===== config.mk =====
export PLATFORM = sky130hd
export DESIGN_NAME = tx_arbiter
export DESIGN_NICKNAME = d
export VERILOG_FILES = /design/src/rtl/router_pkg.sv /design/src/rtl/rr_select.sv /design/src/rtl/tx_arbiter.sv
export SDC_FILE = /design/constraint.sdc
export NUM_CORES = 1
export LEC_CHECK = 0
export ABC_AREA = 1
export CAP_MARGIN = 20
export CORE_MARGIN = 2
export CORE_UTILIZATION = 40
export CTS_CLUSTER_DIAMETER = 150
export DETAILED_ROUTE_END_ITERATION = 16
export PLACE_DENSITY = 0.83
export SKIP_LAST_GASP = 1
export SLEW_MARGIN = 10
export SYNTH_ARGS = -nofsm -noshare
export SYNTH_HDL_FRONTEND = slang
export SYNTH_HIERARCHICAL = 1
export SYNTH_SLANG_ARGS = --single-unit

===== constraint.sdc =====
create_clock -name Clk_S -period 2.9 [get_ports Clk_S]
set_input_delay 0.58 -clock Clk_S [delete_from_list [all_inputs] [get_ports Clk_S]]
set_output_delay 0.58 -clock Clk_S [all_outputs]
set_load 0.01 [all_outputs]

===== src/rtl/router_pkg.sv =====
// Shared router definitions: packet width, transmit-arbiter state encoding and
// the default TX_Ready fall timeout.
package router_pkg;

  localparam int PKT_W            = 55;
  localparam int DEF_BUSY_TIMEOUT = 8;

  typedef logic [1:0] arb_state_t;

  localparam arb_state_t ST_IDLE      = 2'd0;
  localparam arb_state_t ST_ISSUE     = 2'd1;
  localparam arb_state_t ST_WAIT_BUSY = 2'd2;
  localparam arb_state_t ST_WAIT_DONE = 2'd3;

endpackage


===== src/rtl/rr_select.sv =====
// Combinational round-robin picker: first set request at or after ptr,
// wrapping modulo N_REQ. Outputs a one-hot grant and its index.
module rr_select #(
  parameter int N_REQ = 4,
  parameter int PTR_W = (N_REQ > 1) ? $clog2(N_REQ) : 1
) (
  input  logic [N_REQ-1:0] req,
  input  logic [PTR_W-1:0] ptr,
  output logic [N_REQ-1:0] gnt,
  output logic [PTR_W-1:0] idx
);

  int               j;
  logic [PTR_W-1:0] cand;

  // Scan from the farthest offset down so the closest hit to ptr wins last.
  always_comb begin
    gnt  = '0;
    idx  = '0;
    j    = 0;
    cand = '0;
    for (int k = N_REQ - 1; k >= 0; k--) begin
      j = int'(ptr) + k;
      if (j >= N_REQ) j = j - N_REQ;
      cand = PTR_W'(j);
      if (req[cand]) begin
        gnt       = '0;
        gnt[cand] = 1'b1;
        idx       = cand;
      end
    end
  end

endmodule


===== src/rtl/tx_arbiter.sv =====
// Round-robin arbiter sharing one serial transmitter between N_REQ packet
// requesters; latches the winner, drives the TX handshake and watches TX_Ready.
module tx_arbiter
  import router_pkg::*;
#(
  parameter int N_REQ        = 4,
  parameter int DATA_W       = PKT_W,
  parameter int BUSY_TIMEOUT = DEF_BUSY_TIMEOUT
) (
  input  logic                    Clk_S,
  input  logic                    Rst_n,
  input  logic [N_REQ*DATA_W-1:0] Req_Data,
  input  logic [N_REQ-1:0]        Req_Valid,
  output logic [N_REQ-1:0]        Req_Ack,
  output logic [N_REQ-1:0]        Grant,
  output logic [DATA_W-1:0]       TX_Data,
  output logic                    TX_Data_Valid,
  input  logic                    TX_Ready,
  output logic                    Busy,
  output logic                    Timeout_Err
);

  localparam int PTR_W = (N_REQ > 1) ? $clog2(N_REQ) : 1;
  localparam int CNT_W = $clog2(BUSY_TIMEOUT + 1);
  localparam logic [PTR_W-1:0] LAST_IDX = PTR_W'(N_REQ - 1);
  localparam logic [CNT_W-1:0] TMO_LAST = CNT_W'(BUSY_TIMEOUT - 1);

  arb_state_t        state_q, state_d;
  logic [PTR_W-1:0]  rr_ptr_q, rr_ptr_d;
  logic [DATA_W-1:0] hold_q, hold_d;
  logic [N_REQ-1:0]  grant_q, grant_d;
  logic [N_REQ-1:0]  ack_q, ack_d;
  logic [CNT_W-1:0]  cnt_q, cnt_d;
  logic              tmo_q, tmo_d;

  logic [N_REQ-1:0]  sel_gnt;
  logic [PTR_W-1:0]  sel_idx;

  rr_select #(
    .N_REQ (N_REQ),
    .PTR_W (PTR_W)
  ) u_rr_select (
    .req (Req_Valid),
    .ptr (rr_ptr_q),
    .gnt (sel_gnt),
    .idx (sel_idx)
  );

  always_comb begin
    state_d  = state_q;
    rr_ptr_d = rr_ptr_q;
    hold_d   = hold_q;
    grant_d  = grant_q;
    ack_d    = '0;
    cnt_d    = cnt_q;
    tmo_d    = 1'b0;
    case (state_q)
      ST_IDLE: begin
        // A busy transmitter blocks arbitration entirely, so no ack is given early.
        if (TX_Ready && (|Req_Valid)) begin
          for (int i = 0; i < N_REQ; i++) begin
            if (sel_gnt[i]) hold_d = Req_Data[i*DATA_W +: DATA_W];
          end
          grant_d  = sel_gnt;
          ack_d    = sel_gnt;
          rr_ptr_d = (sel_idx == LAST_IDX) ? '0 : sel_idx + PTR_W'(1);
          state_d  = ST_ISSUE;
        end
      end
      ST_ISSUE: begin
        if (TX_Ready) begin
          cnt_d   = '0;
          state_d = ST_WAIT_BUSY;
        end
      end
      ST_WAIT_BUSY: begin
        // The packet was already acked, so a timeout simply drops it.
        if (!TX_Ready) begin
          state_d = ST_WAIT_DONE;
        end else if (cnt_q == TMO_LAST) begin
          tmo_d   = 1'b1;
          grant_d = '0;
          state_d = ST_IDLE;
        end else begin
          cnt_d = cnt_q + CNT_W'(1);
        end
      end
      ST_WAIT_DONE: begin
        if (TX_Ready) begin
          grant_d = '0;
          state_d = ST_IDLE;
        end
      end
      default: state_d = ST_IDLE;
    endcase
  end

  always_ff @(posedge Clk_S or negedge Rst_n) begin
    if (!Rst_n) begin
      state_q  <= ST_IDLE;
      rr_ptr_q <= '0;
      hold_q   <= '0;
      grant_q  <= '0;
      ack_q    <= '0;
      cnt_q    <= '0;
      tmo_q    <= 1'b0;
    end else begin
      state_q  <= state_d;
      rr_ptr_q <= rr_ptr_d;
      hold_q   <= hold_d;
      grant_q  <= grant_d;
      ack_q    <= ack_d;
      cnt_q    <= cnt_d;
      tmo_q    <= tmo_d;
    end
  end

  assign Req_Ack       = ack_q;
  assign Grant         = grant_q;
  assign TX_Data       = hold_q;
  assign TX_Data_Valid = (state_q == ST_ISSUE);
  assign Busy          = (state_q != ST_IDLE);
  assign Timeout_Err   = tmo_q;

endmodule


; ---- Yosys cells after proc, flatten, opt, wreduce, memory -nomap -nowiden
; Cells that the tools add are included.
[word_totals]
ff_bits = 72
in_bits = 227
elab_cells = 108
[classes]
addsub = 9
n_lt_le_gt_ge = 12
eq_ne = 12
muxes = 52
reduce_logical = 16
[op_table]
columns = cell, count
row1 = 2-to-1 mux 55 bit, 4
row2 = 2-to-1 mux 4 bit, 12
row3 = 2-to-1 mux 2 bit, 14
row4 = < comparator 2 x 3 -> 1 bit (second input constant), 4
row5 = one-hot mux 4 bit (3 select lines), 1
row6 = 2-to-1 mux 1 bit, 11
row7 = inequality test 2 bit (second input constant), 5
row8 = greater-or-equal comparator 3 bit (second input constant), 3
row9 = binary-select mux 1 bit (select 2 bit), 4
row10 = demux 1 bit (select 2 bit), 4
row11 = greater-or-equal comparator 2 x 1 -> 1 bit (second input constant), 4
row12 = one-hot mux 2 bit (4 select lines), 1
row13 = one-hot mux 4 bit (2 select lines), 1
row14 = AND reduction 4 bit, 2
row15 = subtractor 2 x 1 -> 2 bit (second input constant), 4
row16 = adder 2 x 2 -> 3 bit (second input constant), 2
row17 = equality test 2 bit (second input constant), 3
row18 = logical AND 1 bit, 5
row19 = AND reduction 5 bit, 1
row20 = adder 4 x 1 -> 4 bit (second input constant), 1
row21 = equality test 4 x 3 -> 1 bit (second input constant), 1
row22 = nonzero test 2 bit, 2
row23 = nonzero test 4 bit, 1
row24 = OR reduction 4 bit, 1
row25 = 10 further kinds, 10

; ---- Depth between registers and ports, before layout
[logic_depth]
ltp_word = 15
ltp_mapped = 19

; ---- By module
; Netlist, hierarchy kept.
[modules_own_cells]
columns = module, n_inst, cells_per_inst, area_each_um2, seq_area_each_um2
row1 = tx_arbiter, 1, 752, 4793.3, 1801.7
row2 = rr_select, 1, 82, 457.9, 0.0

; ---- Worst setup path before layout
; Ideal clock, no wire load.
[synth_timing]
path_kind = register to register
start = register rr_ptr_q[0]
end = register hold_q[10], in the netlist TX_Data[10]
t_arrival_ns = 2.391
t_required_ns = 2.784
path_slack_ns = 0.392
stages_incl_launch_ff = 19
path_buffers = 2
synth_period_minus_slack_ns = 2.508
cell_sequence = dfrtp_1 > inv_2 > ha_1 > inv_1 > nand3_2 > nand2_4 > inv_4 > nand2_1 > nor2_1 > nor2_1 > nor2_1 > inv_1 > buf_2 > clkbuf_1 > or2_2 > nand3_1 > nand2_1 > nand2_1 > nand2_1
[synth_rtl]
columns = element, line_no
row1 = "start, declared", tx_arbiter.sv:29  ; logic [PTR_W-1:0] rr_ptr_q, rr_ptr_d;
row2 = "start signal, assigned", tx_arbiter.sv:109  ; rr_ptr_q <= rr_ptr_d;
row3 = adder 2 x 2 -> 3 bit, rr_select.sv:23  ; j = int'(ptr) + k;
row4 = greater-or-equal comparator 3 bit / subtractor 2 x 1 -> 2 bit (equally long branches), rr_select.sv:24  ; if (j >= N_REQ) j = j - N_REQ;
row5 = 2-to-1 mux 2 bit, rr_select.sv:24
row6 = < comparator 2 x 3 -> 1 bit (not written as such) / greater-or-equal comparator 2 x 1 -> 1 bit (equally long branches), rr_select.sv:28  ; gnt[cand] = 1'b1;
row7 = logical AND 1 bit (not written as such), rr_select.sv:28
row8 = 2-to-1 mux 1 bit (not written as such), rr_select.sv:28
row9 = demux 1 bit (select 2 bit), -
row10 = 2-to-1 mux 4 bit (3 in series), rr_select.sv:26  ; if (req[cand]) begin
row11 = 2-to-1 mux 4 bit *, rr_select.sv:26
row12 = named net sel_gnt[2], tx_arbiter.sv:36  ; logic [N_REQ-1:0] sel_gnt;
row13 = nonzero test 4 bit (no source line) / 2-to-1 mux 55 bit (equally long branches), -
row14 = AND reduction 3 bit (no source line) / 2-to-1 mux 55 bit (equally long branches), -
row15 = "end signal, assigned", tx_arbiter.sv:110  ; hold_q <= hold_d;
row16 = "end, declared", tx_arbiter.sv:30  ; logic [DATA_W-1:0] hold_q, hold_d;
; Mark *: on every way through the listed nets, which the timed path passes. The rest lies on a longest branch. The select of a mux whose other input is x is not followed.
; A chain may end at the register's enable or synchronous reset.

; ---- Worst setup path in the final report
[layout_timing]
start = register rr_ptr_q[1]
end = register hold_q[17], in the netlist TX_Data[17]
; Same word-level chain as after synthesis.

==> reports/metrics.yaml <==
cells_and_area:
  seq_area_mm2: 0.00180
  drive_above_1_share: 0.112
  multi_input_area_mm2: 0.00307
  fin_nets: 1356
  area_growth_pct: 67.6
  antenna_cells: 0
  stdcell_area_mm2: 0.00880
  fin_util: 0.692
  fillers: 1110
grt:
  grt_pass1_vias: 6008
  grt_first_pass_wirelength_um: 29600
  antenna_found_initial: 0
  grt_max_degree: 73
  track_usage: 0.264
  overflow: 0
floorplanning:
  io_pins: 293
  rows: 41
  die_height_um: 119
  core_area_mm2: 0.0127
  fp.dieW_um: 119
  start_util: 0.413
  die_area_mm2: 0.0141
sta:
  finClkSkew_ns: 0.00610
  finalHoldViolations: 0
  finalCritPeriodShare: 0.931
  max_freq_mhz: 370
  rsz0062_at_grt: "false"
  period_minus_slack_ns: 2.70
  fin_ws_ns: 0.201
  setup_viol: 0
  tightest_slew_ns: 0.911
  relSlewSlack: 0.393
  slew_violations: 0
detailed_routing:
  drc: 0
  viasPerCell: 4.89
  wire_per_inst_um: 14.8
  drt-pass1-iter-count: 5
  ant_nets: 0
  drt_iter0_drc: 425
  wirelength_um: 19100
  vias: 6335
clocking:
  numCtsBuffers: 9
  cts.clk_slew.worst_paths_ns: 0.06
  clockBufferDepth: 2
  clkSinkCount: 72
  root_buffer: "clkbuf_16"
  cts_tree: "done"
  clkLatencyLatePin_ns: 0.33
  cts-htree-levels: 3
worst_setup_path:
  cp_max_fo: 29
  reg2reg_from: "rr_ptr_q[1]$_DFFE_PN0P_"
  crit_required_ns: 3.17
  worstSetupStartpointType: "flip-flop"
  critPathCapture: "TX_Data[17]$_DFFE_PN0P_"
  crit_type: "flip-flop to flip-flop"
  reg2reg_to: "TX_Data[17]$_DFFE_PN0P_"
  rr_worst_depth: 18
  cp_data_arrival_time_ns: 2.97
  startpoint: "rr_ptr_q[1]$_DFFE_PN0P_"
  cp-end-kind: "flip-flop"
  r2r_setup_slack_ns: 0.20
yosys:
  synth_mux_area_frac: 0
  synth_xor_area_frac: 0.00167
  synth_cells: 834
  yosys.area_share.simple: 0.542
  synthAdderAreaFrac: 0.0238
  synth_area_mm2: 0.00525
  synth_cell_types: 25
  ys_seq_area_frac: 0.343
  ys_ff_latch: 72
  synthFlopType: "dfrtp_1"
  yosys_warnings: 6
  synth_top_family_by_area: "simple AND/OR/NAND/NOR gates"
  avgSynthCellArea_um2: 6.30
  synthesis.nets: 1071
  synth_async_sr_flop_share: 1.00
  synth_compound_area_frac: 0.0152
  synth_edf_count: 0
power:
  total_power_mw: 11.5
  vdd_drop_max_mv: 0.822
  p_per_area_mw_per_mm2: 1300
  p_leak_nw: 4.34
outcome:
  status: "finished clean"
place:
  io_buffers: 292
  place_congestion: 0.896
  hpwlAfterDp_um: 14100
  dp_slack_ns: -0.0134
  place_area_mm2: 0.00841
job:
  drv_cap: 0
min_path:
  hp-class: "primary input to asynchronous set/reset pin"
[worst min-delay path by stage]
stage | start | to | cells after the start
floorplan | Rst_n | Grant[0]$_DFFE_PN0P_ | 0
global placement | Grant[0]$_DFFE_PN0P_ | Grant[0]$_DFFE_PN0P_ | 2
detailed placement | TX_Data[6]$_DFFE_PN0P_ | TX_Data[6]$_DFFE_PN0P_ | 2
CTS | Rst_n | TX_Data[9]$_DFFE_PN0P_ | 1
global route | Rst_n | TX_Data[4]$_DFFE_PN0P_ | 1
finish | Rst_n | state_q[1]$_DFFE_PN0P_ | 1
[flip-flops by register name (all words and copies together), names as in the netlist]
signal and count:
Timeout_Err 1, TX_Data 55, state_q 2, Req_Ack 4, Grant 4, rr_ptr_q 2, cnt_q 4
[placed cells by master, fill, tap and decap left out, types with 5 or more instances in the layout]
master and instances:
a21oi_1 7, buf_12 10, buf_4 18, clkbuf_16 10, clkdlybuf4s50_1 291, dfrtp_1 71, ha_1 10, inv_1 19
inv_2 8, nand2_1 437, nand2_2 5, nand3_1 128, nor2_1 20, o21ai_0 8, or2_2 56
[synth_stat cells, types with 3 or more instances]
cell type | n | area, um^2
or2_2 | 56 | 350
clkbuf_1 | 20 | 75.1
o21ai_0 | 8 | 40.0
nor2_1 | 21 | 78.8
buf_2 | 13 | 65.1
nand2_1 | 437 | 1640
dfrtp_1 | 72 | 1800
inv_1 | 23 | 86.3
inv_2 | 5 | 18.8
ha_1 | 10 | 125
a21oi_1 | 7 | 35.0
nand2_2 | 5 | 31.3
nand2_4 | 3 | 33.8
buf_6 | 11 | 124
nand3_2 | 3 | 30.0
nand3_1 | 128 | 641
[area by class of cell]
| class | count | share of cell area |
|---|---|---|
| well taps | 172 | 0.0244 |
| clock buffers | 12 | 0.0291 |
| inverters | 30 | 0.0138 |
| flip-flops and latches | 72 | 0.205 |
| repair buffers | 320 | 0.372 |
| multi-input cells | 686 | 0.349 |
| clock inverters | 3 | 0.00739 |
[cells by family after synthesis]
logic type | Yosys count
xor gates and xnor gates | 1
and+or+nand+nor | 659
AOI/OAI and AO/OA | 16
adders and majority gates | 10
buffers and inverters | 76
DFF | 72
[report_power, final]
part	switching (mW)	internal, mW
clock network	0.414	0.794
logic	4.92	3.60
registers	0.281	1.46
[worst max-delay path, stage by stage (launching register included)]
cell	delay [ns]
dfrtp_2	0.43
clkinvlp_4	0.15
ha_1	0.36
inv_1	0.08
nand3_2	0.10
nand2_4	0.09
inv_4	0.10
nand2_1	0.06
nor2_1	0.10
nor2_1	0.05
nor2_1	0.14
inv_2	0.12
buf_12	0.18
nand3_1	0.13
nand2_4	0.09
inv_2	0.12
buf_12	0.19
nand2_1	0.08
nand2_1	0.07
[routing by layer]
layer,up-vias,track usage,part of all wire
met5,-,0,0
met4,0,0.121,0.029
met3,40,0.0676,0.093
met2,288,0.457,0.49
met1,2833,0.306,0.39
li1,3174,-,-
[per-stage QoR]
step / instances / hold WS [ns] / TNS, ns
floorplan: 834 / 0.284 / 0
global placement: 1274 / 0.461 / 0
detailed placement: 1274 / 0.464 / -0.0591
CTS: 1289 / 0.416 / 0
global route: 1295 / 0.457 / 0
finish: 1295 / 0.384 / 0
[timing repair]
action                                  in CTS  in global routing
setup buffers                                0                  5
hold buffers                                 0                  0
gates resized for setup                      0                  2
endpoints found under the setup margin       0                 55
(Power assumes the default switching activity.)
